==> config.mk <==
export PLATFORM = sky130hd
export DESIGN_NAME = mul_sequencer
export DESIGN_NICKNAME = d
export VERILOG_FILES = /design/src/rtl/mul_sequencer_pkg.sv /design/src/rtl/mul_sequencer.sv
export SDC_FILE = /design/constraint.sdc
export NUM_CORES = 1
export LEC_CHECK = 0
export ABC_AREA = 1
export CAP_MARGIN = 20
export CELL_PAD_IN_SITES_DETAIL_PLACEMENT = 1
export CELL_PAD_IN_SITES_GLOBAL_PLACEMENT = 1
export CORE_UTILIZATION = 43
export CTS_CLUSTER_DIAMETER = 50
export CTS_CLUSTER_SIZE = 24
export DETAILED_ROUTE_END_ITERATION = 10
export PLACE_DENSITY_LB_ADDON = 0.05
export SYNTH_ARGS = -nofsm -noshare
export SYNTH_HDL_FRONTEND = slang
export SYNTH_SLANG_ARGS = --single-unit
==> constraint.sdc <==
create_clock -name Clock -period 5.2 [get_ports Clock]
set_input_delay 0.78 -clock Clock [delete_from_list [all_inputs] [get_ports Clock]]
set_output_delay 0.78 -clock Clock [all_outputs]
set_load 0.02 [all_outputs]
==> src/rtl/mul_sequencer_pkg.sv <==
// Shared ALU definitions for the sequential multiplier.
// Provides the default operand width, the FSM state encoding and the
// MUL / SMUL opcode constants used to select unsigned or signed multiply.
package mul_sequencer_pkg;

  localparam int MUL_DEFAULT_WIDTH = 16;

  typedef enum logic [1:0] {
    ST_IDLE = 2'd0,
    ST_RUN  = 2'd1,
    ST_DONE = 2'd2
  } mul_state_e;

  typedef enum logic {
    OP_MUL  = 1'b0,
    OP_SMUL = 1'b1
  } mul_op_e;

endpackage

==> src/rtl/mul_sequencer.sv <==
// Iterative shift-add multiplier (one multiplier bit per clock, LSB first).
//
// Ports:
//   Clock      - single clock, all state on the rising edge
//   Reset      - asynchronous active-high reset
//   iStart     - begin a multiply with the current operands (IDLE or DONE only)
//   iSigned    - 1 = two's-complement multiply, 0 = unsigned; sampled with iStart
//   iFlush     - abort an operation in progress (RUN only), wins over iStart
//   iOperandA  - multiplicand, WIDTH bits
//   iOperandB  - multiplier, WIDTH bits
//   oBusy      - high while in RUN
//   oDone      - one-cycle pulse when oResult has just been loaded
//   oResult    - last completed 2*WIDTH product, held until the next completion
module mul_sequencer
  import mul_sequencer_pkg::*;
#(
  parameter int WIDTH = MUL_DEFAULT_WIDTH
) (
  input  logic               Clock,
  input  logic               Reset,
  input  logic               iStart,
  input  logic               iSigned,
  input  logic               iFlush,
  input  logic [WIDTH-1:0]   iOperandA,
  input  logic [WIDTH-1:0]   iOperandB,
  output logic               oBusy,
  output logic               oDone,
  output logic [2*WIDTH-1:0] oResult
);

  localparam int CNT_W  = $clog2(WIDTH) + 1;
  localparam int PROD_W = 2 * WIDTH;

  // Magnitude of an operand. For the most negative value the W-bit two's
  // complement wraps back onto itself, which read as unsigned is exactly
  // 2^(WIDTH-1) -- the correct magnitude, so no extra bit is needed.
  function automatic logic [WIDTH-1:0] magnitude(input logic [WIDTH-1:0] v,
                                                 input logic             is_signed);
    logic signed [WIDTH-1:0] sv;
    sv = $signed(v);
    if (is_signed && sv < 0) begin
      return (~v) + WIDTH'(1);
    end
    return v;
  endfunction

  function automatic logic [PROD_W-1:0] negate(input logic [PROD_W-1:0] v);
    return (~v) + PROD_W'(1);
  endfunction

  mul_state_e          state_q,  state_d;
  logic [CNT_W-1:0]    cnt_q,    cnt_d;
  logic [PROD_W-1:0]   acc_q,    acc_d;
  logic [PROD_W-1:0]   mcand_q,  mcand_d;
  logic [WIDTH-1:0]    mplier_q, mplier_d;
  logic                neg_q,    neg_d;
  logic [PROD_W-1:0]   result_q, result_d;

  mul_op_e             op;
  logic [PROD_W-1:0]   step_sum;

  always_comb begin
    state_d  = state_q;
    cnt_d    = cnt_q;
    acc_d    = acc_q;
    mcand_d  = mcand_q;
    mplier_d = mplier_q;
    neg_d    = neg_q;
    result_d = result_q;

    op       = iSigned ? OP_SMUL : OP_MUL;
    step_sum = acc_q + (mplier_q[0] ? mcand_q : '0);

    case (state_q)
      ST_IDLE, ST_DONE: begin
        if (iStart) begin
          // Operands are reduced to magnitudes here; the sign of the product
          // is remembered separately and applied once at completion.
          state_d  = ST_RUN;
          cnt_d    = '0;
          acc_d    = '0;
          mcand_d  = {{WIDTH{1'b0}}, magnitude(iOperandA, op == OP_SMUL)};
          mplier_d = magnitude(iOperandB, op == OP_SMUL);
          neg_d    = (op == OP_SMUL) && (iOperandA[WIDTH-1] ^ iOperandB[WIDTH-1]);
        end else begin
          state_d = ST_IDLE;
        end
      end

      ST_RUN: begin
        if (iFlush) begin
          state_d = ST_IDLE;
        end else begin
          acc_d    = step_sum;
          mcand_d  = mcand_q << 1;
          mplier_d = mplier_q >> 1;
          cnt_d    = cnt_q + CNT_W'(1);
          if (cnt_q == CNT_W'(WIDTH - 1)) begin
            result_d = neg_q ? negate(step_sum) : step_sum;
            state_d  = ST_DONE;
          end
        end
      end

      default: state_d = ST_IDLE;
    endcase
  end

  always_ff @(posedge Clock or posedge Reset) begin
    if (Reset) begin
      state_q  <= ST_IDLE;
      cnt_q    <= '0;
      acc_q    <= '0;
      mcand_q  <= '0;
      mplier_q <= '0;
      neg_q    <= 1'b0;
      result_q <= '0;
    end else begin
      state_q  <= state_d;
      cnt_q    <= cnt_d;
      acc_q    <= acc_d;
      mcand_q  <= mcand_d;
      mplier_q <= mplier_d;
      neg_q    <= neg_d;
      result_q <= result_d;
    end
  end

  // Status outputs depend on the state register only.
  assign oBusy   = (state_q == ST_RUN);
  assign oDone   = (state_q == ST_DONE);
  assign oResult = result_q;

endmodule

After elaboration in Yosys (flattened, before gate mapping)
Index checks and enable logic that the tools add are counted.
{"block": "word_totals", "output_inout_bits": 34, "register_bits": 120, "elab_cells": 63}
{"block": "op_classes", "n_mux": 29, "add_sub_neg": 5, "bitwise_logic": 5, "reduce_logical": 9, "order_cmp": 2, "n_eq_ne": 6}
{"op": "$mux W32", "count": 6}
{"op": "$pmux W32 S2", "count": 2}
{"op": "$mux W16", "count": 6}
{"op": "$add A16 B1 Y16 const B", "count": 2}
{"op": "$add A32 B1 Y32 const B", "count": 1}
{"op": "$add A32 B32 Y32", "count": 1}
{"op": "$lt A16 B1 Y1 const B", "count": 2}
{"op": "$not A16 Y16", "count": 2}
{"op": "$not A32 Y32", "count": 1}
{"op": "$pmux W16 S2", "count": 1}
{"op": "$mux W5", "count": 2}
{"op": "$pmux W5 S2", "count": 1}
{"op": "$mux W1", "count": 8}
{"op": "$reduce_and A3 Y1", "count": 2}
{"op": "$add A5 B1 Y5 const B", "count": 1}
{"op": "$eq A5 B4 Y1 const B", "count": 1}
{"op": "$mux W2", "count": 2}
{"op": "$ne A2 B2 Y1 const B", "count": 2}
{"op": "$pmux W2 S2", "count": 1}
{"op": "$logic_and A1 B1 Y1", "count": 3}
{"op": "$ne A3 B2 Y1 const B", "count": 1}
{"op": "$eq A2 B1 Y1 const B", "count": 1}
{"op": "$eq A2 B2 Y1 const B", "count": 1}
{"op": "$logic_not A2 Y1", "count": 1}
{"op": "5 further kinds", "count": 5}

Depth between registers and ports, before layout
Gate-level depths: netlist of the first run.
{"block": "depth", "depth_word": 8, "depth_mapped": 25, "ltp_nobuf": 23}

Least setup slack after synthesis of the first run
Ideal clock, no wire load.
{"block": "synth_path", "path_kind": "flip-flop to flip-flop", "startpoint": "register mplier_q[0]", "endpoint": "register result_q[30] (netlist: oResult[30])", "setup_ns": 0.117, "n_path_buf": 2, "setup_slack_ns": 2.261, "arrival_time_ns": 2.822, "period_less_slack_ns": 2.939, "path_stages_with_launch": 22, "cell_sequence": "dfrtp_1 -> clkbuf_1 -> clkbuf_1 -> nand2_1 -> inv_1 -> ha_1 -> fa_1 -> inv_1 -> ha_1 -> inv_1 -> nor2_1 -> nand3_1 -> nor2_2 -> nand2_2 -> nor2_4 -> nand3_4 -> nand2_4 -> nand2_4 -> nor2_4 -> nand3_1 -> nand3_1 -> nand2_1"}
{"block": "synth_via", "elab_chain_cells": 5}
{"element": "from (decl)", "line_no": "mul_sequencer.sv:55", "text": "logic [WIDTH-1:0] mplier_q, mplier_d;"}
{"element": "from (signal assigned)", "line_no": "mul_sequencer.sv:123", "text": "mplier_q <= mplier_d;"}
{"element": "$mux W32 (*)", "line_no": "mul_sequencer.sv:72", "text": "step_sum = acc_q + (mplier_q[0] ? mcand_q : '0);"}
{"element": "$add A32 B32 Y32 (*)", "line_no": "mul_sequencer.sv:72"}
{"element": "$not A32 Y32", "line_no": "mul_sequencer.sv:48", "text": "return (~v) + PROD_W'(1);"}
{"element": "$add A32 B1 Y32", "line_no": "mul_sequencer.sv:48"}
{"element": "$mux W32 (*)", "line_no": "mul_sequencer.sv:99", "text": "result_d = neg_q ? negate(step_sum) : step_sum;"}
{"element": "to (signal assigned)", "line_no": "mul_sequencer.sv:125", "text": "result_q <= result_d;"}
{"element": "to (decl)", "line_no": "mul_sequencer.sv:57", "text": "logic [PROD_W-1:0] result_q, result_d;"}
Every way passes the cells marked *; elsewhere a longest branch is shown, timed or not.
A chain may end at the register's enable or synchronous reset.

Worst setup path in the final report of the first run
{"block": "layout_path", "startpoint": "register mplier_q[0]", "endpoint": "register result_q[24] (netlist: oResult[24])"}
Same word-level chain as after synthesis.

==> reports/qor.yml, run 1 <==
timing:
  fmax_mhz: 263.8
  min_period_over_period: 0.7291
  worstMarginPinSlew_ps: 920.1
  slew_violations: 0
  slew-limit-headroom: 0.3866
  rsz0062_at_grt: "no"
  setup_violations: 0
  finalHoldViolCount: 0
  min_period_ps: 3791
  skew_ps: 11.95
  tns_ps: 0
synthesis:
  synth_nets: 1517
  synth_area_per_cell_um2: 6.415
  yosysMostFrequentCell: "nand2_1"
  seq_area_frac_synth: 0.3244
  ys_ff_latch: 120
  synthArstFlopShare: 1.000
  synth_enable_flop_cells: 0
  synth_common_cells: "nand2_1 (525), inv_1 (204), o21ai_0 (150)"
  synth_mux_area_frac: 0
  synthAdderAreaFrac: 0.05082
  synth_top_area_share: 0.3244
  synth_top_family_by_area: "simple AND/OR/NAND/NOR gates"
  ys_top_cells_by_area: "dfrtp_1 (32%), nand2_1 (21%), inv_1 (8.3%), o21ai_0 (8.1%), ha_1 (4.9%)"
  ys.flop_type: "dfrtp_1"
  yosys.area_share.simple: 0.3702
  post_synth_num_cell_types: 37
  synthXorXnorAreaFrac: 0.02460
  yosys_warnings: 0
  synth_largest_area_cell: "dfrtp_1"
  synth-compound-area-share: 0.1218
  syn_area_um2: 9256
  syn-instance-count: 1443
worst_setup_path:
  rr_startpoint: "mplier_q[0]$_DFFE_PP0P_"
  timing.rr.end: "oResult[24]$_DFFE_PP0P_"
  endpoint_kind: "flip-flop"
  r2r_cells: 17
  critical_path.max_fanout: 24
  regToRegSetupSlack_ps: 1410
  cp.required_ps: 5510
  critical_path.startpoint_type: "flip-flop"
  cp_data_arrival_time_ps: 4100
  criticalPathCategory: "reg2reg"
floorplanning:
  coreArea_um2: 21090
  die_w_um: 148.7
  die_h_um: 148.7
  placement_rows: 53
  initial_utilization: 0.4389
  dieArea_um2: 22120
  io_pins: 71
route:
  drt-total-wl_mm: 30.59
  drc: 0
  viasPerCell: 5.232
  drt_iter0_drc: 391
  avgRoutedWirePerCell_um: 17.09
  ant_nets: 0
  drt_first_pass_iters: 6
  vias: 9365
final_layout:
  drive_gt1_frac: 0.08647
  layout.nets: 1576
  diodes: 0
  final_util: 0.5135
  area_growth_pct: 16.98
place:
  io_buffers: 70
  dpl.hpwl_mm: 23.67
  place_congestion: 0.8689
clock_tree:
  clock_latency_ps: 430
  ctsLongestPathBuffers: 2
  clock-root-buffer: "clkbuf_16"
  post_cts_buffers: 0
  clkSinkCount: 120
  cts_buffers: 17
  cts_max_level: 4
  cts_tree: "done"
  ctsResizeCount: 0
  holdBufCountCts: 0
  clk_pin_slew_ps: 60
hold_path:
  hp-start: "oResult[28]$_DFFE_PP0P_"
  whs_path_depth: 2
  whs_endpoint: "oResult[28]$_DFFE_PP0P_"
  hp-class: "reg2reg"
power_and_ir_drop:
  vdd_drop_max_mv: 0.2350
  p_per_area_nw_per_um2: 406.0
  p_leak_uw: 0.005784
flow_run:
  cap_violations: 0
global_route:
  grt_use_total: 0.2945
  grt_max_degree: 68
  grt-ovfl-total: 0
  grt_pass1_vias: 9674
  antenna_found_initial: 0
  grt_pass1_wl_mm: 50.29
outcome:
  status: "finished clean"
-- final cells by class --
class | count | area [um^2]
inverters | 218 | 820.8
well taps | 275 | 344.1
clock inverters | 14 | 165.2
multi-input cells | 1066 | 5270
clock buffers | 18 | 429.2
flip-flops and latches | 120 | 3003
repair buffers | 79 | 795.8
fillers | 2903 | 10260
-- stage by stage --
stage	instance area [um^2]	setup WS, ps	hold WS, ps	instances	total power, uW
after floorplan	9256	1234	443.8	1443	2581
after global placement	10190	1555	463.5	1756	3090
after detailed placement	10210	1500	464.4	1757	3140
after CTS	10800	1409	480.8	1789	4393
after global routing	10830	1106	505.9	1790	4689
final	10830	1409	481.4	1790	4396
-- per-layer routing --
metal / track usage / share of wire
met1: 0.3997 / 0.48
met3: 0.03742 / 0.029
met2: 0.4956 / 0.47
met5: 0 / 0
met4: 0.07062 / 0.014
-- cell families after synthesis --
| kind of cell | after synthesis |
|---|---|
| flops | 120 |
| compound gates | 214 |
| buf+inv | 257 |
| xor+xnor | 26 |
| simple gates | 789 |
| fa+ha+maj | 37 |
-- where the power goes --
part           total [uW]  internal [uW]  switching [uW]
clock                1230            719             507
combinational        1930            602            1330
sequential           1240           1090             152
-- placed cells by master (no fill, tap or decap), types with 7 or more instances in the layout --
cell type        synthesis  routed
inv_1                  204     203
a21oi_1                 40      40
nor2_1                  81      79
nand3_1                 74      74
nand2_2                 38      39
nor3_1                  14      14
buf_4                    1       7
nor2_2                   9       9
nor2_4                  10      12
inv_2                   10      10
nand4_1                 17      17
ha_1                    36      36
nand2_1                525     524
xor2_1                  22      22
clkdlybuf4s50_1          0      70
o21ai_0                150     150
dfrtp_1                120     120
nand3_2                  7       7
o31ai_1                  7       7
clkbuf_16                0      17
-- critical path: stages, from the launching register on --
cell	delay, ps
dfrtp_1	940
nand2_1	110
inv_1	100
ha_1	330
fa_1	540
inv_1	120
ha_1	140
inv_1	50
nor2_1	160
nand3_1	130
nor2_2	140
nand2_2	90
nor2_4	150
nand3_4	130
o21ai_4	230
nand3_1	100
nand3_1	100
nand2_1	80
-- how the worst max path moves through the flow --
stage	slack, ps	to	startpoint	depth (start not counted)
after floorplan	1230	acc_q[0]$_DFFE_PP0P_	Reset	1
after global placement	1550	oResult[17]$_DFFE_PP0P_	mplier_q[0]$_DFFE_PP0P_	18
after global routing	1110	oResult[24]$_DFFE_PP0P_	mplier_q[0]$_DFFE_PP0P_	18
final	1410	oResult[24]$_DFFE_PP0P_	mplier_q[0]$_DFFE_PP0P_	17
after CTS	1410	oResult[30]$_DFFE_PP0P_	mplier_q[0]$_DFFE_PP0P_	19
after detailed placement	1500	oResult[30]$_DFFE_PP0P_	mplier_q[0]$_DFFE_PP0P_	19
-- state kept, by name, summed over array words and instances, names as in the netlist --
register and count:
acc_q 32, mcand_q 32, oResult 32, mplier_q 16, cnt_q 5, state_q 2
neg_q 1
(Power assumes the default switching activity.)
==> run 2: changes to the inputs <==
- CORE_UTILIZATION: 43 -> 38
- clock period: 5.2 -> 3.25 ns (I/O delays scaled with it)
==> run 2 against run 1 <==
Effect of this change: cell count up 3.1%; largest cell class unchanged; global-route usage is 3.7 points lower; combinational power is 72% higher; critical path depth up 1; total power grew 65%; critical path type unchanged; clock power is 63% higher; maximum frequency up 24%; first-iteration DRC count rose by 42%; count of clock-buffer cells in the layout is 1 higher; flip-flop and latch count unchanged.
==> reports/qor.yml, run 2 (same netlist as run 1, synthesis figures left out) <==
global_route:
  grt_pass1_vias: 9271  # -4.2%
  grt_use_total: 0.2574  # -0.03710
  grt-ovfl-total: 0  # unchanged
  grt_pass1_wl_mm: 48.98  # -2.6%
  grt_max_degree: 51  # -25%
  antenna_found_initial: 0  # unchanged
floorplanning:
  placement_rows: 56  # +5.7%
  dieArea_um2: 24990  # +13%
  die_w_um: 158.1  # +6.3%
  die_h_um: 158.1  # +6.3%
  coreArea_um2: 23680  # +12%
  initial_utilization: 0.3908  # -0.04810
  io_pins: 71  # unchanged
final_layout:
  final_cell_count_no_fill: 1845  # +3.1%
  drive_gt1_frac: 0.1193  # +0.03280
  layout_common_cells: "nand2_1 (516), inv_1 (203), o21ai_0 (149), dfrtp_1 (119)"
  diodes: 0  # unchanged
  layout_commonest_cell: "nand2_1"
  fillCellCount: 3187  # +9.8%
  area_growth_pct: 20.86
  layout.nets: 1587  # +0.70%
  final_util: 0.4724  # -0.04110
timing:
  finalHoldViolCount: 0  # unchanged
  fmax_mhz: 328.2  # +24%
  tns_ps: 0  # unchanged
  setup_slack_ps: 202.7  # -1206 ps
  setup_violations: 0  # unchanged
  skew_ps: 8.866  # -3.079 ps
  worstMarginPinSlew_ps: 627.5  # -292.7 ps
  whs_ps: 475.0  # -6.409 ps
  slew_violations: 0  # unchanged
  min_period_ps: 3047  # -744.0 ps
  min_period_over_period: 0.9376  # +0.2085
  slew-limit-headroom: 0.5812  # +0.1946
  rsz0062_at_grt: "yes"
worst_setup_path:
  endpoint_kind: "flip-flop"
  crit_slowest_cell: "dfrtp_2"
  criticalPathCategory: "reg2reg"
  cp_data_arrival_time_ps: 3360  # -740 ps
  cp.required_ps: 3560  # -1950 ps
  cpMostUsedCell: "nand2_1"
  critical_path.startpoint_type: "flip-flop"
  critical_path.max_fanout: 7  # -71%
  cpPeakStageDelay_ps: 450  # -490 ps
  cp_cell_sequence: "buf_4, nand2_1, inv_1, fa_2, nand2_1, inv_2, nand2_1, nand3b_1, nand2_2, nand3_1, nor2_2, nand2_2, nor2_4, nand3_4, o21ai_4, nand3_1, nand3_1, nand2_1"
hold_path:
  hp-class: "in2async"
outcome:
  status: "finished clean"
place:
  placed_cells: 1810  # +3.0%
  pre_cts_ws_ps: 37.98  # -1462 ps
  io_buffers: 70  # unchanged
  place_congestion: 0.8543  # -1.7%
  dpl.hpwl_mm: 23.85  # +0.74%
route:
  drt-total-wl_mm: 30.60  # about the same
  ant_nets: 0  # unchanged
  drc: 0  # unchanged
  drt_iter0_drc: 556  # +42%
  avgRoutedWirePerCell_um: 16.58  # -3.0%
  vias: 9352  # -0.14%
  drt_first_pass_iters: 5  # -1
  viasPerCell: 5.069  # -3.1%
clock_tree:
  clk_pin_slew_ps: 60  # about the same
  cts_tree: "done"
  holdBufCountCts: 0  # unchanged
  cts_max_level: 4  # unchanged
  cts_buffers: 17  # unchanged
  clkSinkCount: 120  # unchanged
  ctsLongestPathBuffers: 2  # unchanged
  clock-root-buffer: "clkbuf_16"
  clock_latency_ps: 420  # about the same
power_and_ir_drop:
  vdd_drop_max_mv: 0.3750  # +60%
  p_per_area_nw_per_um2: 650.2  # +60%
  p_leak_uw: 0.005813  # +0.51%
flow_run:
  cap_violations: 0  # unchanged
## run 2: changes by cell type in the layout (fill, tap and decap cells not counted), moves of 3 or more
cell	before	now
buf_12	0	4
nor2_1	79	72
ha_4	0	5
nand2_1	524	516
nand2_2	39	46
inv_6	5	2
ha_2	0	12
buf_4	7	16
ha_1	36	19
nor2_2	9	15
## run 2: where the power goes
group          total [uW]  internal, uW  switching (uW)
logic                3320          1100            2220
clock network        2010          1240             774
registers            1950          1750             200
## run 2: cell type report
| type | instances | area (um^2) | area share |
|---|---|---|---|
| inverter | 218 | 822.0 | 0.07348 |
| clock buffer | 19 | 442.9 | 0.03959 |
| clock inverter | 13 | 170.2 | 0.01521 |
| sequential | 120 | 3004 | 0.2685 |
| tap | 319 | 399.1 | 0.03568 |
| multi-input combinational | 1066 | 5448 | 0.4870 |
| timing repair buffer | 90 | 900.9 | 0.08053 |
## run 2: path summary, 6_finish.rpt
path / start / to / slack (ps) / depth (start not counted)
min in group Clock: mplier_q[12]$_DFFE_PP0P_ / mplier_q[12]$_DFFE_PP0P_ / 480 / 2
hold reg to reg: mplier_q[12]$_DFFE_PP0P_ / mplier_q[12]$_DFFE_PP0P_ / 470 / 2
setup / recovery: mplier_q[0]$_DFFE_PP0P_ / oResult[24]$_DFFE_PP0P_ / 200 / 18
max in group asynchronous: Reset / acc_q[13]$_DFFE_PP0P_ / 2050 / 3
hold / removal: Reset / acc_q[2]$_DFFE_PP0P_ / 470 / 2
setup reg to reg: mplier_q[0]$_DFFE_PP0P_ / oResult[24]$_DFFE_PP0P_ / 200 / 18
## run 2: metal layers
metal  routed length, um  global-route usage  up-vias
met1               15340              0.3624     4540
met3                 950             0.03422       22
met2               13960              0.4135      132
met5                   0                   0        -
met4                 342             0.06593        0
li1                    -                   -     4658
## run 2: stage by stage
step | total power, uW | instance area [um^2]
floorplan | 4130 | 9260
global placement | 5024 | 10370
detailed placement | 5097 | 10370
CTS | 7148 | 10980
global route | 7758 | 11190
finish | 7274 | 11190
## run 2: critical path: cells and delay by family, from the launching register on
family          cells  cell delay, ps
fa+ha+maj           1             410
buf+inv             3             320
simple gates       13            1500
compound gates      1             270
flops               1             450
## run 2: repair_timing
item	4_1_cts	5_1_grt
setup buffers	0	3
resized for setup	0	51
setup endpoints to repair	0	21
==> run 3: changes to the inputs <==
- MAX_ROUTING_LAYER: default -> met4
==> run 3 against run 2 <==
Effect of this change: combinational power about the same; critical path type unchanged; clock power about the same; via count hardly changed; worst setup slack worse by 8.3 ps; die area is the same.
==> reports/qor.yml, run 3 (same netlist as run 1, synthesis figures left out) <==
place:
  place_congestion: 0.8678  # +1.6%
  dpl.hpwl_mm: 23.85  # unchanged
  pre_cts_ws_ps: 37.98  # unchanged
  io_buffers: 70  # unchanged
worst_setup_path:
  cpPeakStageDelay_ps: 460  # about the same
  cp_data_arrival_time_ps: 3370  # about the same
  path_buf_inv: 2  # -1
  cpMostUsedCell: "nand2_1"
  cp.required_ps: 3570  # about the same
  criticalPathCategory: "reg2reg"
  critical_path.max_fanout: 7  # unchanged
  critical_path.startpoint_type: "flip-flop"
  cp_cell_sequence: "buf_4, nand2_1, inv_1, ha_1, nand2_1, nor2_2, nand2_1, nand3_2, nand2_1, nand2_1, nor2_2, nand2_2, nor2_4, nand3_4, o21ai_4, nand3_1, nand3_1, nand2_1"
  cp_top_family: "simple AND/OR/NAND/NOR gates"
  endpoint_kind: "flip-flop"
  crit_slowest_cell: "dfrtp_2"
timing:
  rsz0062_at_grt: "yes"
  slew_violations: 0  # unchanged
  skew_ps: 7.904  # -0.9625 ps
  setup_slack_ps: 194.4  # -8.276 ps
  min_period_ps: 3056  # +8.276 ps
  setup_violations: 0  # unchanged
  tns_ps: 0  # unchanged
  slew-limit-headroom: 0.5989  # +0.01772
  min_period_over_period: 0.9402  # +0.002546
  fmax_mhz: 327.3  # -0.27%
  worstMarginPinSlew_ps: 600.9  # -26.55 ps
  finalHoldViolCount: 0  # unchanged
final_layout:
  layout.nets: 1587  # unchanged
  diodes: 0  # unchanged
  drive_gt1_frac: 0.1193  # unchanged
  area_growth_pct: 20.86  # unchanged
  final_util: 0.4724  # unchanged
  layout_common_cells: "nand2_1 (516), inv_1 (203), o21ai_0 (149), dfrtp_1 (119)"
  layout_commonest_cell: "nand2_1"
clock_tree:
  ctsLongestPathBuffers: 2  # unchanged
  clock_latency_ps: 430  # about the same
  clk_pin_slew_ps: 60  # about the same
  cts_max_level: 4  # unchanged
  clock-root-buffer: "clkbuf_16"
  cts_buffers: 17  # unchanged
  cts_tree: "done"
  holdBufCountCts: 0  # unchanged
  clkSinkCount: 120  # unchanged
floorplanning:
  coreArea_um2: 23680  # unchanged
  dieArea_um2: 24990  # unchanged
  die_w_um: 158.1  # unchanged
  io_pins: 71  # unchanged
  die_h_um: 158.1  # unchanged
  placement_rows: 56  # unchanged
  initial_utilization: 0.3908  # unchanged
route:
  vias: 9346  # -0.064%
  avgRoutedWirePerCell_um: 16.55  # -0.22%
  ant_nets: 0  # unchanged
  drc: 0  # unchanged
  drt_iter0_drc: 549  # -1.3%
  viasPerCell: 5.066  # about the same
  drt_first_pass_iters: 5  # unchanged
  drt-total-wl_mm: 30.53  # -0.22%
hold_path:
  hp-class: "in2async"
global_route:
  antenna_found_initial: 0  # unchanged
  grt_pass1_wl_mm: 48.98  # about the same
  grt-ovfl-total: 0  # unchanged
  grt_use_total: 0.2650  # +0.007558
  grt_max_degree: 51  # unchanged
  grt_pass1_vias: 9254  # -0.18%
outcome:
  status: "finished clean"
power_and_ir_drop:
  p_per_area_nw_per_um2: 650.5  # about the same
  p_leak_uw: 0.005813  # unchanged
  power_uw: 7277  # about the same
  vdd_drop_max_mv: 0.3795  # +1.2%
flow_run:
  cap_violations: 0  # unchanged
run 3: cell counts in the layout (fill, tap and decap cells not counted):
Identical to the previous run, type by type.
run 3: repair_timing:
item                                    in CTS  in global routing
setup buffers                                0                  3
endpoints found under the setup margin       0                 21
resized for setup                            0                 51
run 3: metal layers:
layer	vias to the layer above	wire (um)	GRT usage	part of all wire
met4	0	384	0.06593	0.013
met5	-	0	-	0
li1	4663	-	-	-
met3	28	1065	0.03394	0.035
met2	152	13840	0.4122	0.45
met1	4503	15240	0.3636	0.50
run 3: worst register-to-register path, stage by stage (launching register included):
cell and delay (ps):
dfrtp_2 460, buf_4 170, nand2_1 60, inv_1 80, ha_1 360, nand2_1 130
nor2_2 50, nand2_1 100, nand3_2 130, nand2_1 90, nand2_1 150, nor2_2 180
nand2_2 100, nor2_4 180, nand3_4 130, o21ai_4 270, nand3_1 140, nand3_1 100
nand2_1 60
run 3: path summary, 6_finish.rpt:
path / startpoint / to / depth (start not counted) / slack (ps)
max: mplier_q[0]$_DFFE_PP0P_ / oResult[24]$_DFFE_PP0P_ / 18 / 190
min: Reset / acc_q[2]$_DFFE_PP0P_ / 2 / 470
max reg2reg: mplier_q[0]$_DFFE_PP0P_ / oResult[24]$_DFFE_PP0P_ / 18 / 190
min reg2reg: mplier_q[12]$_DFFE_PP0P_ / mplier_q[12]$_DFFE_PP0P_ / 2 / 480
max in group asynchronous: Reset / acc_q[13]$_DFFE_PP0P_ / 3 / 2050
min in group Clock: mplier_q[12]$_DFFE_PP0P_ / mplier_q[12]$_DFFE_PP0P_ / 2 / 480
run 3: final cells by class:
class                           count  area (um^2)
Fill cell                        3187        12500
Sequential cell                   120         3004
Multi-Input combinational cell   1066         5448
Inverter                          218        822.0
Clock buffer                       19        442.9
Tap cell                          319        399.1
Timing Repair Buffer               90        900.9
Clock inverter                     13        170.2
run 3: per-stage QoR:
| step | area (um^2) | instances | hold slack, ps |
|---|---|---|---|
| 6_report | 11190 | 1845 | 468.7 |
| 5_1_grt | 11190 | 1845 | 507.1 |
| 4_1_cts | 10980 | 1842 | 476.4 |
| 3_5_place_dp | 10370 | 1810 | 460.7 |
| 3_3_place_gp | 10370 | 1810 | 460.2 |
| 2_1_floorplan | 9260 | 1443 | 443.8 |
run 3: power breakdown:
part           total, uW  internal [uW]  switching (uW)  leakage [uW]
logic               3320           1100            2210       0.00391
registers           1950           1750             200       0.00160
clock network       2020           1240             780      0.000296
